--- src/rtl/mc_ctrl_pkg.sv ---
// Shared types and select encodings for the multicycle controller.
// The ALU-op values are also consumed by the ALU function decoder.
package mc_ctrl_pkg;

   typedef enum logic [5:0] {
      OP_RTYPE = 6'b000000,
      OP_J     = 6'b000010,
      OP_BEQ   = 6'b000100,
      OP_ADDI  = 6'b001000,
      OP_LW    = 6'b100011,
      OP_SW    = 6'b101011
   } opcode_e;

   typedef enum logic [3:0] {
      S_IDLE     = 4'd0,
      S_FETCH    = 4'd1,
      S_DECODE   = 4'd2,
      S_MEMADR   = 4'd3,
      S_MEMRD    = 4'd4,
      S_MEMWB    = 4'd5,
      S_MEMWR    = 4'd6,
      S_EXECUTE  = 4'd7,
      S_ALUWB    = 4'd8,
      S_BRANCH   = 4'd9,
      S_ADDIEXEC = 4'd10,
      S_ADDIWB   = 4'd11,
      S_JUMP     = 4'd12,
      S_ILLEGAL  = 4'd13
   } state_e;

   localparam logic [1:0] ALUOP_ADD   = 2'b00;
   localparam logic [1:0] ALUOP_SUB   = 2'b01;
   localparam logic [1:0] ALUOP_FUNCT = 2'b10;

   localparam logic [1:0] SRCB_REGB  = 2'b00;
   localparam logic [1:0] SRCB_FOUR  = 2'b01;
   localparam logic [1:0] SRCB_IMM   = 2'b10;
   localparam logic [1:0] SRCB_IMMSH = 2'b11;

   localparam logic [1:0] PCSRC_ALU    = 2'b00;
   localparam logic [1:0] PCSRC_ALUOUT = 2'b01;
   localparam logic [1:0] PCSRC_JUMP   = 2'b10;

   typedef struct packed {
      logic [1:0] aluop;
      logic       alusrca;
      logic [1:0] alusrcb;
      logic [1:0] pcsrc;
      logic       iord;
      logic       regdst;
      logic       memtoreg;
      logic       irwrite;
      logic       pcwrite;
      logic       branch;
      logic       regwrite;
      logic       memwrite;
      logic       illegal;
   } ctrl_t;

endpackage

--- src/rtl/mc_out_dec.sv ---
// State-to-control-word decode for the multicycle controller.
// Purely combinational; only the fetch write strobes look at mem_ready.
module mc_out_dec
   import mc_ctrl_pkg::*;
(
   input  state_e state,
   input  logic   mem_ready,
   output ctrl_t  ctrl
);

   always_comb begin
      ctrl = '0;
      case (state)
         S_FETCH: begin
            ctrl.alusrcb = SRCB_FOUR;
            ctrl.aluop   = ALUOP_ADD;
            ctrl.irwrite = mem_ready;
            ctrl.pcwrite = mem_ready;
         end
         S_DECODE: begin
            ctrl.alusrcb = SRCB_IMMSH;
            ctrl.aluop   = ALUOP_ADD;
         end
         S_MEMADR, S_ADDIEXEC: begin
            ctrl.alusrca = 1'b1;
            ctrl.alusrcb = SRCB_IMM;
         end
         S_MEMRD: ctrl.iord = 1'b1;
         S_MEMWB: begin
            ctrl.memtoreg = 1'b1;
            ctrl.regwrite = 1'b1;
         end
         S_MEMWR: begin
            ctrl.iord     = 1'b1;
            ctrl.memwrite = 1'b1;
         end
         S_EXECUTE: begin
            ctrl.alusrca = 1'b1;
            ctrl.aluop   = ALUOP_FUNCT;
         end
         S_ALUWB: begin
            ctrl.regdst   = 1'b1;
            ctrl.regwrite = 1'b1;
         end
         S_BRANCH: begin
            ctrl.alusrca = 1'b1;
            ctrl.aluop   = ALUOP_SUB;
            ctrl.pcsrc   = PCSRC_ALUOUT;
            ctrl.branch  = 1'b1;
         end
         S_ADDIWB: ctrl.regwrite = 1'b1;
         S_JUMP: begin
            ctrl.pcsrc   = PCSRC_JUMP;
            ctrl.pcwrite = 1'b1;
         end
         S_ILLEGAL: ctrl.illegal = 1'b1;
         default: ctrl = '0;
      endcase
   end

endmodule

--- src/rtl/mc_main_fsm.sv ---
// Main multicycle control FSM: state register, next-state decode and
// retired-instruction counter; control word comes from mc_out_dec.
//
// state    | meaning
// ---------+--------------------------------------------------
// IDLE     | after reset, all controls low
// FETCH    | read instruction, PC+4; waits on mem_ready
// DECODE   | register read, branch target precompute
// MEMADR   | load/store address compute
// MEMRD    | load data read; waits on mem_ready
// MEMWB    | load data to register file
// MEMWR    | store write; waits on mem_ready
// EXECUTE  | R-type ALU operation
// ALUWB    | R-type result to rd
// BRANCH   | compare and conditional PC load
// ADDIEXEC | immediate add
// ADDIWB   | immediate result to rt
// JUMP     | PC load from jump target
// ILLEGAL  | one-cycle flag, instruction skipped
module mc_main_fsm
   import mc_ctrl_pkg::*;
#(
   parameter int CNT_W = 16
)
(
   input  logic             i_clk,
   input  logic             i_rst_n,
   input  logic [5:0]       i_op,
   input  logic             i_mem_ready,
   output logic [1:0]       o_aluop,
   output logic             o_alusrca,
   output logic [1:0]       o_alusrcb,
   output logic [1:0]       o_pcsrc,
   output logic             o_iord,
   output logic             o_regdst,
   output logic             o_memtoreg,
   output logic             o_irwrite,
   output logic             o_pcwrite,
   output logic             o_branch,
   output logic             o_regwrite,
   output logic             o_memwrite,
   output logic             o_illegal,
   output logic [CNT_W-1:0] o_retired
);

   state_e state;
   ctrl_t  ctrl;
   logic   retire;

   // An illegal opcode never counts as a completed instruction.
   always_comb begin
      retire = (state inside {S_MEMWB, S_ALUWB, S_BRANCH, S_ADDIWB, S_JUMP})
               || ((state == S_MEMWR) && i_mem_ready);
   end

   always_ff @(posedge i_clk or negedge i_rst_n) begin
      if (!i_rst_n) begin
         state     <= S_IDLE;
         o_retired <= '0;
      end else begin
         case (state)
            S_IDLE:   state <= S_FETCH;
            S_FETCH:  if (i_mem_ready) state <= S_DECODE;
            S_DECODE: begin
               case (i_op)
                  OP_LW, OP_SW: state <= S_MEMADR;
                  OP_RTYPE:     state <= S_EXECUTE;
                  OP_BEQ:       state <= S_BRANCH;
                  OP_ADDI:      state <= S_ADDIEXEC;
                  OP_J:         state <= S_JUMP;
                  default:      state <= S_ILLEGAL;
               endcase
            end
            S_MEMADR:   state <= (i_op == OP_LW) ? S_MEMRD : S_MEMWR;
            S_MEMRD:    if (i_mem_ready) state <= S_MEMWB;
            S_MEMWB:    state <= S_FETCH;
            S_MEMWR:    if (i_mem_ready) state <= S_FETCH;
            S_EXECUTE:  state <= S_ALUWB;
            S_ALUWB:    state <= S_FETCH;
            S_BRANCH:   state <= S_FETCH;
            S_ADDIEXEC: state <= S_ADDIWB;
            S_ADDIWB:   state <= S_FETCH;
            S_JUMP:     state <= S_FETCH;
            S_ILLEGAL:  state <= S_FETCH;
            default:    state <= S_FETCH;
         endcase
         if (retire) o_retired <= o_retired + CNT_W'(1);
      end
   end

   mc_out_dec u_out_dec (
      .state     (state),
      .mem_ready (i_mem_ready),
      .ctrl      (ctrl)
   );

   assign o_aluop    = ctrl.aluop;
   assign o_alusrca  = ctrl.alusrca;
   assign o_alusrcb  = ctrl.alusrcb;
   assign o_pcsrc    = ctrl.pcsrc;
   assign o_iord     = ctrl.iord;
   assign o_regdst   = ctrl.regdst;
   assign o_memtoreg = ctrl.memtoreg;
   assign o_irwrite  = ctrl.irwrite;
   assign o_pcwrite  = ctrl.pcwrite;
   assign o_branch   = ctrl.branch;
   assign o_regwrite = ctrl.regwrite;
   assign o_memwrite = ctrl.memwrite;
   assign o_illegal  = ctrl.illegal;

endmodule

--- config.mk ---
export PLATFORM = sky130hd
export DESIGN_NAME = mc_main_fsm
export DESIGN_NICKNAME = d
export VERILOG_FILES = /design/src/rtl/mc_ctrl_pkg.sv /design/src/rtl/mc_out_dec.sv /design/src/rtl/mc_main_fsm.sv
export SDC_FILE = /design/constraint.sdc
export NUM_CORES = 1
export LEC_CHECK = 0
export CAP_MARGIN = 25
export CORE_UTILIZATION = 40
export DETAILED_ROUTE_END_ITERATION = 8
export GPL_ROUTABILITY_DRIVEN = 0
export PLACE_DENSITY = 0.76
export SYNTH_ARGS = -nofsm -noshare
export SYNTH_HDL_FRONTEND = slang
export SYNTH_SLANG_ARGS = --single-unit
--- constraint.sdc ---
create_clock -name i_clk -period 3 [get_ports i_clk]
set_input_delay 0.6 -clock i_clk [delete_from_list [all_inputs] [get_ports i_clk]]
set_output_delay 0.6 -clock i_clk [all_outputs]
set_load 0.01 [all_outputs]
# --- After elaboration in Yosys (flattened, before gate mapping) ---
# Cells that the tools add are included.
classes:
  addsub: 1
  muxes: 19
  n_eq_ne: 21
  reduce_logical: 10
ops:
  columns: ["operator", "count"]
  rows:
  - ["4-bit case mux with 7 select lines", 1]
  - ["4-bit == test (second input constant)", 6]
  - ["4-bit case mux with 5 select lines", 1]
  - ["16-bit by 1-bit adder with 16-bit output (second input constant)", 1]
  - ["4-bit by 3-bit == test with 1-bit output (second input constant)", 4]
  - ["6-bit == test (second input constant)", 2]
  - ["4-bit 2-to-1 mux", 3]
  - ["1-bit 2-to-1 mux", 9]
  - ["4-bit by 2-bit == test with 1-bit output (second input constant)", 2]
  - ["2-bit case mux with 2 select lines", 2]
  - ["6-bit by 2-bit == test with 1-bit output (second input constant)", 1]
  - ["6-bit by 3-bit == test with 1-bit output (second input constant)", 1]
  - ["6-bit by 4-bit == test with 1-bit output (second input constant)", 1]
  - ["6-bit zero test", 1]
  - ["2-bit != test (second input constant)", 3]
  - ["2-bit case mux with 3 select lines", 1]
  - ["2-bit OR reduction", 3]
  - ["5-bit nonzero test", 1]
  - ["4-bit by 1-bit == test with 1-bit output (second input constant)", 1]
  - ["4-bit OR reduction", 1]
  - ["3-bit AND reduction", 1]
  - ["3-bit OR reduction", 1]
  - ["2-bit 2-to-1 mux", 1]
  - ["1-bit case mux with 2 select lines", 1]
  - ["other kinds (2)", 2]
word_totals:
  ff_bits: 20
  wordCells: 53
  input_bits: 9
  output_inout_bits: 32

# --- Longest topological paths before layout ---
logic_depth:
  ltp_word: 4
  mapped_depth: 6

# --- Cells and area by module ---
# Synthesis repeated with hierarchy kept, for this count alone.
hier_totals:
  cells_unflattened: 134
  hier_area_um2: 1308.8
modules_own_cells:
  columns: ["module", "area_per_inst_um2", "seq_area_each_um2", "cells_per_inst", "n_inst"]
  rows:
  - ["mc_main_fsm", 1081.0, 500.5, 105, 1]
  - ["mc_out_dec", 227.7, 0.0, 29, 1]

# --- Worst setup path after synthesis ---
# Ideal clock, no wire load.
synth_timing:
  path_type: "register to output"
  start: "reg state[0]"
  end: "out o_regwrite"
  arrival_ns: 1.306
  stages_incl_launch_ff: 5
  setup_slack_ns: 1.094
  required_time_ns: 2.400
  path_cell_list: "dfrtp_1 > clkbuf_1 > clkbuf_1 > nor3_1 > a21o_1"
synth_via:
  elab_chain_cells: 3
  word_cells_on_any_way: 5
synth_rtl:
  columns: ["element", "line_no", "rtl"]
  rows:
  - ["from (decl)", "mc_main_fsm.sv:46", "state_e state;"]
  - ["from (signal assigned)", "mc_main_fsm.sv:74", "S_MEMADR: state <= (i_op == OP_LW) ? S_MEMRD : S_MEMWR;"]
  - ["4-bit by 3-bit == test with 1-bit output / 4-bit == test (equally long branches)", "mc_out_dec.sv:13", "case (state)"]
  - ["3-bit OR reduction (no source line) *", null, null]
  - ["1-bit 2-to-1 mux *", "mc_out_dec.sv:13", null]
  - ["to (decl)", "mc_main_fsm.sv:40", "output logic o_regwrite,"]
# Mark *: on every way between the ends. The rest lies on a longest branch, timed or not.

# --- Final worst setup path ---
layout_timing:
  start: "reg state[2]"
  end: "out o_alusrca"
layout_via:
  elab_chain_cells: 3
  word_cells_on_any_way: 6
layout_rtl:
  columns: ["element", "line_no", "rtl"]
  rows:
  - ["4-bit == test (tied with other cells)", "mc_out_dec.sv:13", null]
  - ["4-bit OR reduction (no source line) *", null, null]
  - ["1-bit 2-to-1 mux *", "mc_out_dec.sv:13", null]
  - ["to (decl)", "mc_main_fsm.sv:31", "output logic o_alusrca,"]
# Marks and branches as above.

==> impl_metrics.toml <==
[floorplan]
dieArea_sq_um = 3500
fp.dieH_microns = 59.1
start_util_pct = 42.4
io_pins = 41
fp-row-count = 20
die_w_microns = 59.1
coreArea_sq_um = 3080

[synthesis]
synth_top_area_share_pct = 38.4
yosys.area.top_type = "dfrtp_1"
async_flop_share_pct = 100
synth_seq_cells = 20
synth_nets = 148
synth_area_leaders = "dfrtp_1 38%, xor2_1 6.0%, xnor2_1 5.4%"
synthesis.instances = 138
yosysWarnings = 0
seq_area_frac_synth_pct = 38.4
synth.distinct_cells = 43
mappedNetlistArea_sq_um = 1310
syn_avg_cell_area_sq_um = 9.46
synth_edf_count = 0
synth_ff_type = "dfrtp_1"

[sta]
layout_setup_ws_ns = 0.267
finalCritPeriodShare_pct = 91.1
grt_setup_unrepaired = "no"
hold_violations = 0
period_minus_slack_ns = 2.73
fin_tns_setup_ns = 0
slew_viol_final = 0
finalSetupViolCount = 0
hold_ws_ns = 0.477
tightest_slew_ns = 0.887
skew_ns = 0.0137
max_slew_margin_pct = 40.7
max_freq_mhz = 366

[worst_hold_path]
min_path_cells = 1
hold_class = "reg -> reg"
hold_end = "o_retired[15]$_DFFE_PN0P_"
min-delay-start = "o_retired[15]$_DFFE_PN0P_"

[status]
status = "finished clean"

[clocking]
path_clk_slew_ns = 0.11
clock_latency_ns = 0.31
root_buffer = "clkbuf_4"
cts_tree = "built"
cts-htree-levels = 1
numCtsBuffers = 3
hold_buffers = 0
clkSinkCount = 20
clk_path_buf_depth = 2
cts_setup_buffers = 0
cts-resized-gates = 0

[critical_path]
worst-setup-path-type = "reg -> out"
reg2reg_slack_ns = 1.01
worst_ep_required_time_ns = 2.40
timing.rr.start = "state[2]$_DFFE_PN0P_"
crit_path_end_kind = "output pin"
crit_path_max_fanout = 12
start_kind = "register"
worstPathArrival_ns = 2.13
timing.rr.end = "o_retired[1]$_DFFE_PN0P_"
ff2ff_path_depth = 4

[route]
postRouteAntennaNets = 0
firstDrtPassIters = 4
wl_per_cell_microns = 14.4
vias = 1218
drt_wl_total_microns = 3130
viasPerCell = 5.59
drc = 0
drt-initial-drc-count = 23

[placed_design]
dp_slack_ns = 0.335
port_buffers = 40
place_hpwl_microns = 2290

[grt]
grt_max_degree = 21
grt_pass1_vias = 1081
gr-usage-all-layers_pct = 18.9
overflow = 0
grt_pass1_wl_microns = 5020
antenna_found_initial = 0

[layout]
drive_above_1_share_pct = 7.47
fillers = 262
antennaDiodeCount = 0
final_util_pct = 56.7
area_delta_synth_final_pct = 33.7
nets = 186

[pwr]
ir_drop_v = 0.000493
power_density_nw_per_um2 = 784
p_total_mw = 1.37
p_leak_nw = 0.712

[run]
maxCapViolations = 0
==> registers in the layout (all words and copies together) (netlist names) <==
name       cells
o_retired     16
state          4
==> kinds of logic (layout without fill, tap and decap cells) <==
| logic type | count (synthesis) | count (layout) | share of synthesized area, % |
|---|---|---|---|
| simple gates | 69 | 69 | 31.2 |
| flops | 20 | 20 | 38.4 |
| compound gates | 19 | 19 | 11.7 |
| xor+xnor | 17 | 17 | 11.4 |
| buf+inv | 9 | 45 | 4.03 |
| mux | 3 | 3 | 2.40 |
| fa+ha+maj | 1 | 1 | 0.959 |
==> worst max-delay path: stages, from the launching register on <==
cell,delay (ns)
dfrtp_1,0.54
nand2b_1,0.37
mux2i_1,0.21
nand2_1,0.07
o21ai_0,0.08
clkdlybuf4s50_1,0.57
==> layout by cell type, fill, tap and decap left out, types with 4 or more instances in the layout <==
cell type        instances
nand4_1                 10
xor2_1                   9
dfrtp_1                 20
xnor2_1                  8
and3_1                   4
nor3_1                   5
nand2_1                  7
nor4_1                   8
and4_1                   4
o21ai_0                  5
clkdlybuf4s50_1         40
nor2b_1                  4
nor2_1                  11
==> report_power, final <==
group          internal (mW)  total (mW)  switching, mW  leakage, nW
clock network         0.0469       0.128         0.0808       0.0138
logic                  0.403       0.800          0.398        0.436
registers              0.335       0.440          0.105        0.263
==> how the worst max path moves through the flow <==
stage	start	endpoint	slack (ns)	depth (start not counted)
finish	state[2]$_DFFE_PN0P_	o_alusrca	0.27	5
global route	state[2]$_DFFE_PN0P_	o_alusrca	0.1	5
CTS	state[2]$_DFFE_PN0P_	o_regwrite	0.26	4
detailed placement	i_mem_ready	o_pcwrite	0.33	5
global placement	i_mem_ready	o_pcwrite	0.37	5
floorplan	state[0]$_DFFE_PN0P_	o_regwrite	1.09	4
==> synth_stat cells, types with 4 or more instances <==
cell      n
and3_1    4
o21ai_0   5
nor2_1   11
xnor2_1   8
nor3_1    5
nor2b_1   4
and4_1    4
nand2_1   7
dfrtp_1  20
nand4_1  10
nor4_1    8
xor2_1    9
==> metal layers <==
layer | up-vias | track usage (%) | share of wire [%]
met3 | 3 | 4.59 | 3.1
met2 | 20 | 31.2 | 51
met1 | 612 | 25.4 | 46
met4 | 0 | 3.40 | 0.48
li1 | 583 | - | -
met5 | - | 0 | 0
==> through the flow <==
stage / cells / instance area, sq um
CTS: 218 / 1750
detailed placement: 215 / 1720
global placement: 215 / 1720
finish: 218 / 1750
floorplan: 138 / 1310
global route: 218 / 1750
==> final cells by class <==
type	count	area (sq um)	area share (%)
tap	44	55.1	3.15
timing repair buffer	42	415	23.8
clock buffer	3	22.5	1.29
sequential	20	500	28.7
multi-input combinational	109	752	43.1
No activity file was read; power rests on OpenSTA's default activity.
